--- src/rtl/fp32_pkg.sv ---
// Shared constants, FSM state encoding and the binary32 result layout for the normalize/pack block.
package fp32_pkg;

    localparam int unsigned BIAS       = 127;
    localparam int unsigned EXP_MAX    = 255;
    localparam int unsigned EXP_ENC_W  = 8;
    localparam int unsigned FRAC_W     = 23;
    localparam int unsigned EXP_W_DEF  = 10;
    localparam int unsigned MANT_W_DEF = 28;
    localparam int unsigned HID_POS    = 25;
    localparam int          UFLOW_EXP  = -25;

    typedef enum logic [1:0] {
        S_IDLE,
        S_NORM,
        S_ROUND,
        S_DONE
    } state_t;

    typedef struct packed {
        logic                 sign;
        logic [EXP_ENC_W-1:0] exp;
        logic [FRAC_W-1:0]    frac;
    } fp32_t;

endpackage

--- src/rtl/fp32_round_rne.sv ---
// Combinational round-to-nearest-even of a normalized magnitude (hidden bit, fraction, guard, sticky).
module fp32_round_rne
    import fp32_pkg::*;
(
    input  logic [HID_POS:0]  i_mant,
    output logic [FRAC_W-1:0] o_frac_c,
    output logic              o_hidden_c,
    output logic              o_carry_c,
    output logic              o_inexact_c
);

    logic                w_up;
    logic [HID_POS-1:0]  w_sum;

    // Adding one at the fraction LSB is the same as adding 4 to the raw magnitude.
    assign w_up        = i_mant[1] & (i_mant[0] | i_mant[2]);
    assign w_sum       = {1'b0, i_mant[HID_POS:2]} + HID_POS'(w_up);
    assign o_carry_c   = w_sum[HID_POS-1];
    assign o_hidden_c  = w_sum[HID_POS-2] | o_carry_c;
    assign o_frac_c    = w_sum[FRAC_W-1:0];
    assign o_inexact_c = i_mant[1] | i_mant[0];

endmodule

--- src/rtl/fp32_normalize_pack.sv ---
// Iterative normalizer: shifts one bit per cycle, rounds RNE, packs IEEE-754 binary32 with overflow/inexact flags.
module fp32_normalize_pack
    import fp32_pkg::*;
#(
    parameter int unsigned EXP_W  = EXP_W_DEF,
    parameter int unsigned MANT_W = MANT_W_DEF
) (
    input  logic              clock,
    input  logic              reset,
    input  logic              io_in_valid,
    output logic              io_in_ready,
    input  logic              io_sign,
    input  logic [EXP_W-1:0]  io_exp,
    input  logic [MANT_W-1:0] io_mantissa,
    output logic              io_out_valid,
    input  logic              io_out_ready,
    output logic [31:0]       io_fpNumber,
    output logic              io_overflow,
    output logic              io_inexact
);

    // Two extra exponent bits so right shifts and rounding carry never wrap.
    localparam int unsigned XW  = EXP_W + 2;
    localparam int unsigned HID = MANT_W - 3;

    state_t                r_state;
    logic                  r_sign;
    logic signed [XW-1:0]  r_exp;
    logic [MANT_W-1:0]     r_mant;
    logic [31:0]           r_fp;
    logic                  r_ovf;
    logic                  r_inx;
    logic                  r_in_ready;
    logic                  r_out_valid;

    logic signed [XW-1:0]  w_exp_in;
    logic signed [XW-1:0]  w_exp_rnd;
    logic                  w_underflow;
    logic                  w_shr;
    logic                  w_shl;
    logic                  w_ovf;
    logic [FRAC_W-1:0]     w_frac;
    logic                  w_hidden;
    logic                  w_carry;
    logic                  w_inexact;
    fp32_t                 w_res;

    fp32_round_rne u_round (
        .i_mant      (r_mant[HID:0]),
        .o_frac_c    (w_frac),
        .o_hidden_c  (w_hidden),
        .o_carry_c   (w_carry),
        .o_inexact_c (w_inexact)
    );

    assign w_exp_in    = XW'($signed(io_exp));
    assign w_underflow = w_exp_in <= $signed(XW'(UFLOW_EXP));
    assign w_shr       = (|r_mant[MANT_W-1:MANT_W-2]) || (r_exp < $signed(XW'(1)));
    assign w_shl       = !r_mant[HID] && (r_exp > $signed(XW'(1)));
    assign w_exp_rnd   = w_carry ? r_exp + $signed(XW'(1)) : r_exp;
    assign w_ovf       = w_exp_rnd >= $signed(XW'(EXP_MAX));

    // Pack: subnormals (no hidden bit after rounding) encode exponent 0; overflow saturates to infinity.
    always_comb begin
        w_res      = '0;
        w_res.sign = r_sign;
        if (w_ovf) begin
            w_res.exp = '1;
        end else begin
            w_res.exp  = w_hidden ? w_exp_rnd[EXP_ENC_W-1:0] : '0;
            w_res.frac = w_frac;
        end
    end

    always_ff @(posedge clock or negedge reset) begin
        if (!reset) begin
            r_state     <= S_IDLE;
            r_sign      <= 1'b0;
            r_exp       <= '0;
            r_mant      <= '0;
            r_fp        <= '0;
            r_ovf       <= 1'b0;
            r_inx       <= 1'b0;
            r_in_ready  <= 1'b1;
            r_out_valid <= 1'b0;
        end else begin
            case (r_state)
                S_IDLE: begin
                    if (io_in_valid) begin
                        r_sign     <= io_sign;
                        r_exp      <= w_exp_in;
                        r_mant     <= io_mantissa;
                        r_in_ready <= 1'b0;
                        if (io_mantissa == '0 || w_underflow) begin
                            r_fp        <= {io_sign, 31'b0};
                            r_ovf       <= 1'b0;
                            r_inx       <= |io_mantissa;
                            r_out_valid <= 1'b1;
                            r_state     <= S_DONE;
                        end else begin
                            r_state <= S_NORM;
                        end
                    end
                end
                S_NORM: begin
                    if (w_shr) begin
                        r_mant <= {1'b0, r_mant[MANT_W-1:2], |r_mant[1:0]};
                        r_exp  <= r_exp + $signed(XW'(1));
                    end else if (w_shl) begin
                        r_mant <= {r_mant[MANT_W-2:0], 1'b0};
                        r_exp  <= r_exp - $signed(XW'(1));
                    end else begin
                        r_state <= S_ROUND;
                    end
                end
                S_ROUND: begin
                    r_fp        <= w_res;
                    r_ovf       <= w_ovf;
                    r_inx       <= w_ovf | w_inexact;
                    r_out_valid <= 1'b1;
                    r_state     <= S_DONE;
                end
                S_DONE: begin
                    if (io_out_ready) begin
                        r_out_valid <= 1'b0;
                        r_in_ready  <= 1'b1;
                        r_state     <= S_IDLE;
                    end
                end
                default: r_state <= S_IDLE;
            endcase
        end
    end

    assign io_in_ready  = r_in_ready;
    assign io_out_valid = r_out_valid;
    assign io_fpNumber  = r_fp;
    assign io_overflow  = r_ovf;
    assign io_inexact   = r_inx;

endmodule

--- config.mk ---
export PLATFORM = sky130hd
export DESIGN_NAME = fp32_normalize_pack
export DESIGN_NICKNAME = d
export VERILOG_FILES = /design/src/rtl/fp32_pkg.sv /design/src/rtl/fp32_round_rne.sv /design/src/rtl/fp32_normalize_pack.sv
export SDC_FILE = /design/constraint.sdc
export NUM_CORES = 1
export LEC_CHECK = 0
export ABC_AREA = 0
export BUFFER_PORTS_ARGS = -buffer_cell sky130_fd_sc_hd__buf_2
export CORE_ASPECT_RATIO = 1.2
export CORE_MARGIN = 4
export CORE_UTILIZATION = 57
export DETAILED_ROUTE_END_ITERATION = 8
export PLACE_DENSITY = 0.81
export REMOVE_ABC_BUFFERS = 1
export SLEW_MARGIN = 20
export SYNTH_ARGS = -nofsm -noshare
export SYNTH_HDL_FRONTEND = slang
export SYNTH_SLANG_ARGS = --single-unit
--- constraint.sdc ---
create_clock -name clock -period 3.15 [get_ports clock]
set_clock_uncertainty 0.15 [all_clocks]
set_input_delay 0.4725 -clock clock [delete_from_list [all_inputs] [get_ports clock]]
set_output_delay 0.4725 -clock clock [all_outputs]
set_load 0.03 [all_outputs]
Yosys cells after proc, flatten, opt, wreduce, memory -nomap -nowiden
Cells that the tools add are included.
{"block": "word_totals", "in_bits": 43, "output_inout_bits": 36, "regBits": 79}
{"block": "op_classes", "n_reduce_logical": 19, "n_eq_ne": 9, "n_addsub": 3, "n_mux": 34, "magnitude_cmp": 4, "n_bitwise": 5}
{"operator": "$mux 28", "n": 3}
{"operator": "$mux 32", "n": 2}
{"operator": "$pmux 32 s2", "n": 1}
{"operator": "$pmux 28 s2", "n": 1}
{"operator": "$mux 12", "n": 4}
{"operator": "$logic_not 28->1", "n": 1}
{"operator": "$reduce_or 28->1", "n": 1}
{"operator": "$add 24x1->25", "n": 1}
{"operator": "$pmux 12 s2", "n": 1}
{"operator": "$mux 23", "n": 1}
{"operator": "$mux 8", "n": 2}
{"operator": "$add 12x2->12 const B", "n": 1}
{"operator": "$ge 12x9->1 const B", "n": 1}
{"operator": "$gt 12x2->1 const B", "n": 1}
{"operator": "$lt 12x2->1 const B", "n": 1}
{"operator": "$sub 12x2->12 const B", "n": 1}
{"operator": "$le 10x6->1 const B", "n": 1}
{"operator": "$mux 2", "n": 5}
{"operator": "$ne 2x2->1 const B", "n": 5}
{"operator": "$mux 1", "n": 9}
{"operator": "$reduce_and 3->1", "n": 3}
{"operator": "$pmux 2 s4", "n": 1}
{"operator": "$reduce_and 4->1", "n": 2}
{"operator": "$pmux 1 s2", "n": 3}
{"operator": "14 further kinds", "n": 22}

Logic depth before layout (Yosys ltp)
Gate-level depths: netlist of run 1.
{"block": "logic_depth", "ltp_word": 7, "ltp_mapped": 11, "mapped_depth_nobuf": 8}

Hierarchy
Synthesis of run 1 repeated with hierarchy kept, for this count alone.
{"block": "unflattened", "hier_cells": 621, "hier_area_um2": 5165.0}
{"module": "fp32_normalize_pack", "instances": 1, "cells_per_inst": 555, "seq_area_each_um2": 1978.1, "area_per_inst_um2": 4670.7}
{"module": "fp32_round_rne", "instances": 1, "cells_per_inst": 66, "seq_area_each_um2": 0.0, "area_per_inst_um2": 494.2}

Worst setup path after synthesis of run 1
No wires, ideal clock.
{"block": "synth_timing", "path_kind": "register to register", "startpoint": "reg r_mant[1]", "endpoint": "reg r_inx, in the netlist io_inexact", "arrival_time_ns": 2.407, "slack_ns": 0.467, "path_stages_with_launch": 11, "required_time_ns": 2.873, "setup_time_ns": 0.127, "path_cell_list": "dfrtp_1 > and2_1 > ha_1 > nand2_1 > or4_1 > buf_2 > or3_1 > a31oi_1 > o21a_2 > buf_4 > o21ai_1"}
{"block": "synth_via", "elab_chain_len": 6}
{"item": "start: declaration", "line_no": "fp32_normalize_pack.sv:29", "source": "logic [MANT_W-1:0] r_mant;"}
{"item": "start signal: assignment", "line_no": "fp32_normalize_pack.sv:92", "source": "r_mant <= io_mantissa;"}
{"item": "start signal: assignment", "line_no": "fp32_normalize_pack.sv:107", "source": "r_mant <= {1'b0, r_mant[MANT_W-1:2], |r_mant[1:0]};"}
{"item": "start signal: assignment", "line_no": "fp32_normalize_pack.sv:110", "source": "r_mant <= {r_mant[MANT_W-2:0], 1'b0};"}
{"item": "$and 1x1->1", "line_no": "fp32_round_rne.sv:16", "source": "assign w_up = i_mant[1] & (i_mant[0] | i_mant[2]);"}
{"item": "$add 24x1->25", "line_no": "fp32_round_rne.sv:17", "source": "assign w_sum = {1'b0, i_mant[HID_POS:2]} + HID_POS'(w_up);"}
{"item": "$mux 12", "line_no": "fp32_normalize_pack.sv:60", "source": "assign w_exp_rnd = w_carry ? r_exp + $signed(XW'(1)) : r_exp;"}
{"item": "$ge 12x9->1", "line_no": "fp32_normalize_pack.sv:61", "source": "assign w_ovf = w_exp_rnd >= $signed(XW'(EXP_MAX));"}
{"item": "$or 1x1->1 *", "line_no": "fp32_normalize_pack.sv:119", "source": "r_inx <= w_ovf | w_inexact;"}
{"item": "$pmux 1 s2 *", "line_no": "fp32_normalize_pack.sv:87", "source": "case (r_state)"}
{"item": "end signal: assignment", "line_no": "fp32_normalize_pack.sv:97", "source": "r_inx <= |io_mantissa;"}
{"item": "end signal: assignment", "line_no": "fp32_normalize_pack.sv:119"}
{"item": "end: declaration", "line_no": "fp32_normalize_pack.sv:32", "source": "logic r_inx;"}
Every way passes the cells marked *; elsewhere a longest branch is shown, timed or not.
A chain may end at the register's enable or synchronous reset.

Final worst setup path of run 1
{"block": "layout_timing", "startpoint": "reg r_mant[2]", "endpoint": "reg r_fp[12], in the netlist io_fpNumber[12]"}
{"block": "layout_via", "elab_chain_len": 7}
{"item": "$or 1x1->1", "line_no": "fp32_round_rne.sv:16"}
{"item": "$and 1x1->1", "line_no": "fp32_round_rne.sv:16"}
{"item": "$add 24x1->25 *", "line_no": "fp32_round_rne.sv:17"}
{"item": "$mux 12", "line_no": "fp32_normalize_pack.sv:60"}
{"item": "$ge 12x9->1", "line_no": "fp32_normalize_pack.sv:61"}
{"item": "$mux 23 *", "line_no": "fp32_normalize_pack.sv:67", "source": "if (w_ovf) begin"}
{"item": "$pmux 32 s2 *", "line_no": "fp32_normalize_pack.sv:87"}
{"item": "end signal: assignment", "line_no": "fp32_normalize_pack.sv:95", "source": "r_fp <= {io_sign, 31'b0};"}
{"item": "end signal: assignment", "line_no": "fp32_normalize_pack.sv:117", "source": "r_fp <= w_res;"}
{"item": "end: declaration", "line_no": "fp32_normalize_pack.sv:30", "source": "logic [31:0] r_fp;"}
Marks and branches as above.

==> run metrics, run 1 <==
GRT Residual Overflow 0; Critical Path Source Type flip-flop; number of synthesized flops with an enable pin 0; Fill cells 777; Worst IR Drop VDD 0.577 mV; Slew Limit Fails 0; H-tree levels 3; TritonCTS clock tree yes; RSZ-0062 raised after global routing false; Synth area leader dfrtp_1; register area about 2000 um^2; run status complete, but fails checks; Async SR Flop Fraction 100%; clock sink total just under 80; final std cells w/o fill ~830; Final GP Congestion 1.01; Detailed Place HPWL 11,500 um; Final setup viols 0; Hold Path Class in2async; Critical Path End Type flip-flop; total track usage roughly 29%; Longest Clk Path Bufs 2; drt drc 0; drt first pass iters 5; die extent in y 115 um; Setup Buffers After CTS 0; Lkg Pwr 2.78 nW; crit path DAT 3.12 ns; Period minus WS final ~3.0 ns; register area share after synthesis around 36%; Slew HR around 48%; die width 97.2 um; worst setup path end io_fpNumber[12]$_DFFE_PN0P_; R2R Path End io_fpNumber[12]$_DFFE_PN0P_; CTS clk-pin slew, worst paths 0.08 ns; layout cells sized above 1 19.6%; WS Path Type reg2reg; via count between 5,000 and 6,000; largest net degree at the start of global routing 80; reg2reg setup slack 0.17 ns; post-route setup TNS 0 ns; DP Cell Count approximately 800; Commonest cells post-synth 89 x nand2_1, 78 x dfrtp_1, 51 x nor2_1, 38 x clkbuf_1, 28 x a21o_1; Starting Density 59.3%; yosys warns 0; Synth Instances 648; vias per cell ~6.6; Final Util roughly two thirds; Max Clk Rate roughly 340 MHz; pwr dens 1140 nW/um^2; row count 38; mean routed wirelength per cell 19.2 um; failing checks negative hold slack; antenna-violating nets left 0; Mapped Area 5440 um^2; most common cell in the netlist nand2_1; Fin. Hold Viols 19; top cell type's share of synthesized area 35.9%; max cap viols 0; initial antenna violation count 0; CTS buffer count 9; top cells by area, synth dfrtp_1 36%, nand2_1 6.1%, a21o_1 3.9%; Most used DFF post-synth dfrtp_1; Ports 79; nets roughly 760; Yosys reg bits 79; I/O Buffers 78; global-route wire length before repair 26,300 um; Total Wirelength 16,000 um; Worst-Skew Late Latency 0.37 ns; Core Region 9180 um^2; Netlist cell types 71; area growth from synthesis to layout 14.1%; Synth Area per Inst ~8.4 um^2; Initial DRC Count 482; Total Power around 7.1 mW; Tcrit/Tclk final between 90 and 100%; reg2reg start r_mant[2]$_DFFE_PN0P_; Worst Tran Pin Value 0.787 ns; crit path max fanout 9; Antenna diodes 0; hold_ws -0.0276 ns; clock root cell clkbuf_8; Crit path required time 3.29 ns; worst r2r path cells 9; vias in the first global route roughly 5,400; Multi-input gate area roughly 3200 um^2; crit path from r_mant[2]$_DFFE_PN0P_; die area 11,200 um^2
==> registers in the layout, summed over array words and instances (netlist names) <==
signal and flops:
r_mant 28, io_out_valid 1, io_overflow 1, r_exp 12, io_inexact 1, io_in_ready 1, r_state 2, r_sign 1
io_fpNumber 32
==> how the worst min path moves through the flow <==
stage	end	slack (ns)	cells after the start
after floorplan	io_fpNumber[0]$_DFFE_PN0P_	0.03	0
after global placement	io_fpNumber[31]$_DFFE_PN0P_	0.32	2
after detailed placement	io_fpNumber[31]$_DFFE_PN0P_	0.33	2
after CTS	r_exp[10]$_DFFE_PN0P_	0.17	1
after global routing	r_mant[22]$_DFFE_PN0P_	0.04	1
final	r_mant[22]$_DFFE_PN0P_	-0.03	1
==> timing repair <==
item | CTS | global route
resized for setup | 0 | 1
hold buffers | 0 | 0
endpoints found under the setup margin | 0 | 21
endpoints found under the hold margin | 0 | 0
==> per-layer routing <==
metal,GRT usage (%),share of wire [%]
met1,35.7,39
met2,47.8,49
met3,6.19,8.8
met4,15.7,3.6
met5,0,0
==> cells by family after synthesis <==
group           synth area share (%)
compound gates                  26.4
xor+xnor                        5.13
fa+ha+maj                       1.84
buf+inv                         5.98
flops                           36.4
mux                             2.30
simple gates                    22.0
==> cell usage in the layout, fill, tap and decap left out, types with 4 or more instances in the layout <==
cell type | synthesis | routed
nand2_1 | 89 | 89
dfrtp_1 | 78 | 78
buf_2 | 13 | 77
nor2_1 | 51 | 51
a21o_1 | 28 | 28
a21oi_1 | 25 | 25
buf_4 | 2 | 25
o21ai_1 | 21 | 21
nor4_1 | 20 | 20
nand3_1 | 20 | 20
nor3_1 | 19 | 18
a32oi_1 | 17 | 17
a311oi_1 | 17 | 17
o21ai_0 | 16 | 16
inv_1 | 15 | 15
xor2_1 | 15 | 15
xnor2_1 | 15 | 15
nand4_1 | 11 | 11
a31oi_1 | 9 | 9
clkbuf_8 | 0 | 9
mux2i_1 | 8 | 8
a22o_1 | 7 | 7
ha_1 | 8 | 7
or3_1 | 6 | 6
a211oi_1 | 6 | 6
and3_1 | 6 | 6
o22ai_1 | 6 | 6
o22a_1 | 5 | 5
and4_1 | 4 | 4
mux2_2 | 4 | 4
a32o_1 | 4 | 4
a31o_1 | 4 | 4
buf_12 | 0 | 4
==> critical path, stage by stage, from the launching register on <==
cell      delay (ns)
dfrtp_1         0.45
and2_1          0.16
ha_1            0.20
nand2_1         0.13
or4_1           0.62
or3_1           0.40
a31oi_1         0.27
o21ai_1         0.17
buf_4           0.20
o211ai_1        0.16
==> area by class of cell <==
| cell class | count | area share, % |
|---|---|---|
| Tap cell | 120 | 2.42 |
| Clock buffer | 12 | 2.18 |
| Sequential cell | 79 | 31.9 |
| Inverter | 16 | 0.967 |
| Timing Repair Buffer | 107 | 10.7 |
| Multi-Input combinational cell | 495 | 50.8 |
| Clock inverter | 4 | 1.13 |
==> power by group <==
group          switching (mW)  internal, mW  leakage [nW]
Combinational            2.56          1.61          1.70
Clock                   0.379         0.445         0.104
Sequential              0.615          1.50         0.974
==> stage by stage <==
stage	hold WS, ns	instance area [um^2]	setup slack (ns)
finish	-0.0276	6210	0.167
global route	0.0416	6210	0.0291
CTS	0.169	6200	0.122
detailed placement	0.330	5990	0.140
global placement	0.319	5990	0.224
floorplan	0.0269	5170	-0.978
Power figures use the tool's default switching activity.
==> inputs of run 2 (changes only) <==
--- a/config.mk
+++ b/config.mk
@@ -5,12 +5,13 @@
 export SDC_FILE = /design/constraint.sdc
 export NUM_CORES = 1
 export LEC_CHECK = 0
-export ABC_AREA = 0
+export ABC_AREA = 1
 export BUFFER_PORTS_ARGS = -buffer_cell sky130_fd_sc_hd__buf_2
 export CORE_ASPECT_RATIO = 1.2
 export CORE_MARGIN = 4
 export CORE_UTILIZATION = 57
 export DETAILED_ROUTE_END_ITERATION = 8
+export MAX_ROUTING_LAYER = met4
 export PLACE_DENSITY = 0.81
 export REMOVE_ABC_BUFFERS = 1
 export SLEW_MARGIN = 20
==> run 2 against run 1 <==
The flow still finishes with violations (negative hold slack). Sequential cell count unchanged. Final area down 1.9%. Fmax up 5.7%. Largest power group unchanged. Die area up 0.79%. Register-to-register slack better by 0.16 ns. Critical path type unchanged.
==> run metrics, run 2 <==
row count 38; DR WL met3 757 um; routed wl met2 7840 um; RSZ-0062 raised after global routing false; Synth area leader dfrtp_1; Worst Tran Pin Value 0.750 ns; die extent in y 115 um; total track usage 28.4%; Final setup viols 0; Yosys reg bits between 70 and 80; Tcrit/Tclk final 89.6%; final std cells w/o fill between 900 and 1,000; Period minus WS final 2.82 ns; Slew Limit Fails 0; Final Util 66.0%; failing checks negative hold slack; Fin. Hold Viols 23; Longest Clk Path Bufs 2; post-route setup TNS 0 ns; global-route wire length before repair 25,200 um; H-tree levels 3; antenna-violating nets left 0; Core Region 9220 um^2; WL met1 around 6400 um; Lkg Pwr between 3 and 4 nW; Max Clk Rate approximately 350 MHz; Final GP Congestion 0.916; yosys warns 0; via count 5,419; initial antenna violation count 0; area growth from synthesis to layout 11.0%; top cells by area, synth dfrtp_1 36%, nand2_1 16%, nand3_1 6.9%; Most used DFF post-synth dfrtp_1; Hold Path Class in2async; WS Path Type reg2reg; TritonCTS clock tree yes; hold_ws -0.0123 ns; Placement Setup Slack 0.348 ns; I/O Buffers 78; clock root cell clkbuf_8; nets 889; Critical Path Source Type flip-flop; crit path max fanout 24; Initial DRC Count roughly 310; largest net degree at the start of global routing 80; drt first pass iters 5; Detailed Place HPWL 10,700 um; Synth Area per Inst 7.06 um^2; reg2reg setup slack ~0.33 ns; register area share after synthesis ~36%; die width 97.6 um; layout cells sized above 1 17.2%; run status complete, but fails checks; most frequent cells in the layout 238 x nand2_1, 78 x dfrtp_1, 77 x buf_2; max cap viols 0; Largest register FFs 32; Fill cells 849; Worst-Skew Late Latency 0.38 ns; commonest non-fill, non-tap cell in the layout nand2_1; top cell type's share of synthesized area about 36%; Commonest cells post-synth 238 x nand2_1, 78 x dfrtp_1, 76 x nand3_1, 66 x inv_1, 56 x o21ai_0; vias in the first global route 5,366; Slew HR 49.9%; Synth Instances 777; CTS clk-pin slew, worst paths 0.09 ns; most common cell in the netlist nand2_1; DP Cell Count 947; CTS buffer count 9; Total Power between 6 and 7 mW; drt drc 0; clock sink total 79; Async SR Flop Fraction 100%; vias per cell 5.63; Ports between 70 and 80; Worst IR Drop VDD 0.579 mV; crit path DAT 2.94 ns; Setup Buffers After CTS 0; Antenna diodes 0; number of synthesized flops with an enable pin 0; die area 11,300 um^2; Netlist cell types 43; GRT Residual Overflow 0; Starting Density 59.5%; Crit path required time 3.26 ns; Critical Path End Type flip-flop; Total Wirelength 15,200 um; pwr dens 1080 nW/um^2; Mapped Area 5490 um^2; mean routed wirelength per cell 15.8 um; highest metal used met4; Worst Slack Setup Final 0.327 ns
run 2: cell types whose count changed in the layout (fill, tap and decap cells not counted), sizes merged, moves of 10 or more:
cell	change
xor2	+10
nor4	-21
nor2	+11
nand2	+154
nand3	+65
a311oi	-17
xnor2	-12
a32oi	-17
inv	+53
buf	-20
a21o	-28
o21ai	+36
run 2: logic make-up (layout without fill, tap and decap cells):
family	count (synthesis)	after routing	share of synthesized area [%]
AOI/OAI and AO/OA	123	123	13.3
xor gates and xnor gates	29	29	4.63
adders and majority gates	8	8	1.82
buffers and inverters	106	172	8.71
DFF	79	79	36.1
and+or+nand+nor	432	432	35.5
run 2: worst max-delay path: stages, from the launching register on:
cell and delay [ns]:
dfrtp_1 0.45, nand2_1 0.13, inv_1 0.13, ha_1 0.18, nand2_1 0.10, nor2_2 0.24, nand3_2 0.15, nor2_4 0.22
nand3_1 0.12, nand2_1 0.13, nand2_1 0.06, nor2_1 0.08, nand2_1 0.08, nand2_2 0.13, nand2_8 0.15, nand3b_1 0.15
nand2_1 0.06
run 2: final timing paths:
kind,startpoint,endpoint,cells after the start
worst max register to register,r_mant[1]$_DFFE_PN0P_,io_fpNumber[8]$_DFFE_PN0P_,16
max in group asynchronous,reset,io_fpNumber[21]$_DFFE_PN0P_,1
min in group clock,io_sign,r_sign$_DFFE_PN0P_,3
worst max-delay path,r_mant[1]$_DFFE_PN0P_,io_fpNumber[8]$_DFFE_PN0P_,16
worst min-delay path,reset,r_mant[14]$_DFFE_PN0P_,1
worst min register to register,io_fpNumber[11]$_DFFE_PN0P_,io_fpNumber[11]$_DFFE_PN0P_,2
run 2: where the power goes:
group | total [mW] | switching [mW] | internal [mW]
Combinational | 3.82 | 2.64 | 1.18
Sequential | 1.95 | 0.496 | 1.46
Clock | 0.799 | 0.412 | 0.387
Total | 6.57 | 3.55 | 3.03
run 2: metrics by stage:
stage / cell area [um^2] / hold WS [ns]
global placement: 5880 / 0.307
finish: 6090 / -0.0123
floorplan: 5270 / 0.0269
detailed placement: 5880 / 0.311
global route: 6090 / 0.0347
CTS: 6080 / 0.160
run 2: final cells by class:
cell class	count	area (um^2)	area share, %
clock inverter	5	57.6	0.945
sequential	79	1980	32.5
clock buffer	11	141	2.32
timing repair buffer	87	464	7.62
inverter	69	259	4.25
multi-input combinational	592	3040	49.9
tap	120	150	2.47
run 2: repair_timing:
item                                   CTS  global route
setup endpoints to repair                0             1
endpoints found under the hold margin    0             0
resized for setup                        0             1
hold buffers                             0             0
run 2: layer usage:
layer / vias up / track usage, %
li1: 2663 / -
met1: 2545 / 33.3
met2: 178 / 49.7
met3: 33 / 5.06
met4: 0 / 9.70
met5: - / -
==> inputs of run 3 (changes only) <==
--- a/config.mk
+++ b/config.mk
@@ -12,7 +12,7 @@
 export CORE_UTILIZATION = 57
 export DETAILED_ROUTE_END_ITERATION = 8
 export MAX_ROUTING_LAYER = met4
-export PLACE_DENSITY = 0.81
+export PLACE_DENSITY = 0.83
 export REMOVE_ABC_BUFFERS = 1
 export SLEW_MARGIN = 20
 export SYNTH_ARGS = -nofsm -noshare
==> run 3 against run 2 <==
The run still ends with negative hold slack left. Final cell count rose by 0.10%. Sequential share of layout area is 0.074 points higher. Clock power decreased by 15%. Sequential power about the same. Global-route usage barely moved. Combinational power grew 2%. Critical endpoint is now io_fpNumber[19]$_DFFE_PN0P_.
==> run metrics, run 3 (synthesis gave the netlist of run 2 again) <==
Fin. Hold Viols 13; top cell family by delay on the critical path simple AND/OR/NAND/NOR gates; Placement Setup Slack around 0.27 ns; Core Region 9220 um^2; crit path DAT 2.96 ns; vias in the first global route 5,331; crit path max fanout 24; Crit path required time 3.24 ns; Worst Tran Pin Value ~0.75 ns; Worst Slack Setup Final 0.287 ns; nets 890; area growth from synthesis to layout 10.7%; Total Wirelength 15,300 um; antenna-violating nets left 0; Final setup viols 0; Final GP Congestion slightly above 0.9; CP bufs+invs 2; Slew HR 50.0%; H-tree levels 3; global-route wire length before repair 25,400 um; Antenna diodes 0; drt drc 0; most frequent cells in the layout 238 x nand2_1, 78 x dfrtp_1, 77 x buf_2; via count 5,446; Critical Path Source Type flip-flop; layout cells sized above 1 roughly 17%; DR WL met3 812 um; I/O Buffers 78; run status complete, but fails checks; failing checks negative hold slack; largest net degree at the start of global routing 80; largest stage delay on the critical path roughly 0.45 ns; DP Cell Count 948; WL met1 6320 um; Lkg Pwr 3.10 nW; Max Clk Rate roughly 350 MHz; Initial DRC Count ~330; reg2reg start r_mant[1]$_DFFE_PN0P_; Slew Limit Fails 0; R2R Path End io_fpNumber[19]$_DFFE_PN0P_; Worst-Skew Late Latency 0.36 ns; drt first pass iters 5; row count 38; Ports 79; pwr dens 1070 nW/um^2; Stages on worst setup path 14; TritonCTS clock tree yes; clock root cell clkbuf_8; Largest register FFs 32; CTS buffer count 9; Hold Path Class in2async; initial antenna violation count 0; Worst IR Drop VDD 0.737 mV; highest metal used met4; Detailed Place HPWL 10,900 um; total track usage 28.4%; final std cells w/o fill 964; WS Path Type reg2reg; commonest non-fill, non-tap cell in the layout nand2_1; Period minus WS final 2.86 ns; die extent in y 115 um; die area 11,300 um^2; Final Util 65.9%; worst r2r path cells 14; die width slightly below 100 um; clock sink total 79; Tcrit/Tclk final 90.9%; CTS clk-pin slew, worst paths 0.09 ns; hold_ws -0.0248 ns; max cap viols 0; GRT Residual Overflow 0; Critical Path End Type flip-flop; reg2reg setup slack 0.29 ns; Starting Density 59.5%; routed wl met2 7740 um; CP max stage cell dfrtp_1; mean routed wirelength per cell about 16 um; Critical Path Most Common Cell nand2_1; RSZ-0062 raised after global routing false; Cell Chain, Critical Path nand2_1 > inv_1 > ha_1 > nand2_1 > nor2_2 > nand2_2 > nor2_4 > nand3_4 > inv_1 > nand2_1 > o21ai_1 > nand2_8 > nand3b_1 > nand2_1; vias per cell 5.65; post-route setup TNS 0 ns; Longest Clk Path Bufs 2
[run 3: stage by stage]
stage | hold slack (ns) | power (mW) | area (um^2)
after global routing | 0.0419 | 7.07 | 6080
final | -0.0248 | 6.51 | 6080
after floorplan | 0.0269 | 4.58 | 5270
after detailed placement | 0.311 | 5.79 | 5900
after CTS | 0.174 | 6.47 | 6060
after global placement | 0.307 | 5.67 | 5900
[run 3: repair_timing]
action | 4_1_cts | 5_1_grt
hold buffers | 0 | 0
buffers inserted | 0 | 0
endpoints found under the setup margin | 0 | 8
resized for setup | 0 | 1
endpoints found under the hold margin | 0 | 0
[run 3: worst max-delay path by stage]
stage,startpoint,to,slack [ns]
after CTS,r_mant[1]$_DFFE_PN0P_,io_fpNumber[19]$_DFFE_PN0P_,0.25
after global routing,r_mant[1]$_DFFE_PN0P_,io_inexact$_DFFE_PN0P_,0.006
after global placement,r_mant[1]$_DFFE_PN0P_,io_inexact$_DFFE_PN0P_,0.25
after floorplan,r_exp[0]$_DFFE_PN0P_,r_exp[0]$_DFFE_PN0P_,0.07
after detailed placement,r_mant[1]$_DFFE_PN0P_,io_inexact$_DFFE_PN0P_,0.27
final,r_mant[1]$_DFFE_PN0P_,io_fpNumber[19]$_DFFE_PN0P_,0.29
[run 3: layer usage]
layer / global-route usage, % / vias up
met2: 50.2 / 201
met3: 3.67 / 27
met1: 33.2 / 2560
met4: 10.7 / 0
li1: - / 2658
met5: - / -
[run 3: area by class of cell]
type                       count  area, um^2
fill                         861        3150
multi-input combinational    592        3040
sequential                    79        1980
timing repair buffer          88         484
inverter                      69         259
tap                          120         150
clock buffer                  10         128
clock inverter                 6        37.5
[run 3: power by group]
part	internal, mW	leakage [nW]	switching [mW]
clock	0.282	0.0781	0.394
sequential	1.46	1.01	0.493
combinational	1.22	2.01	2.66
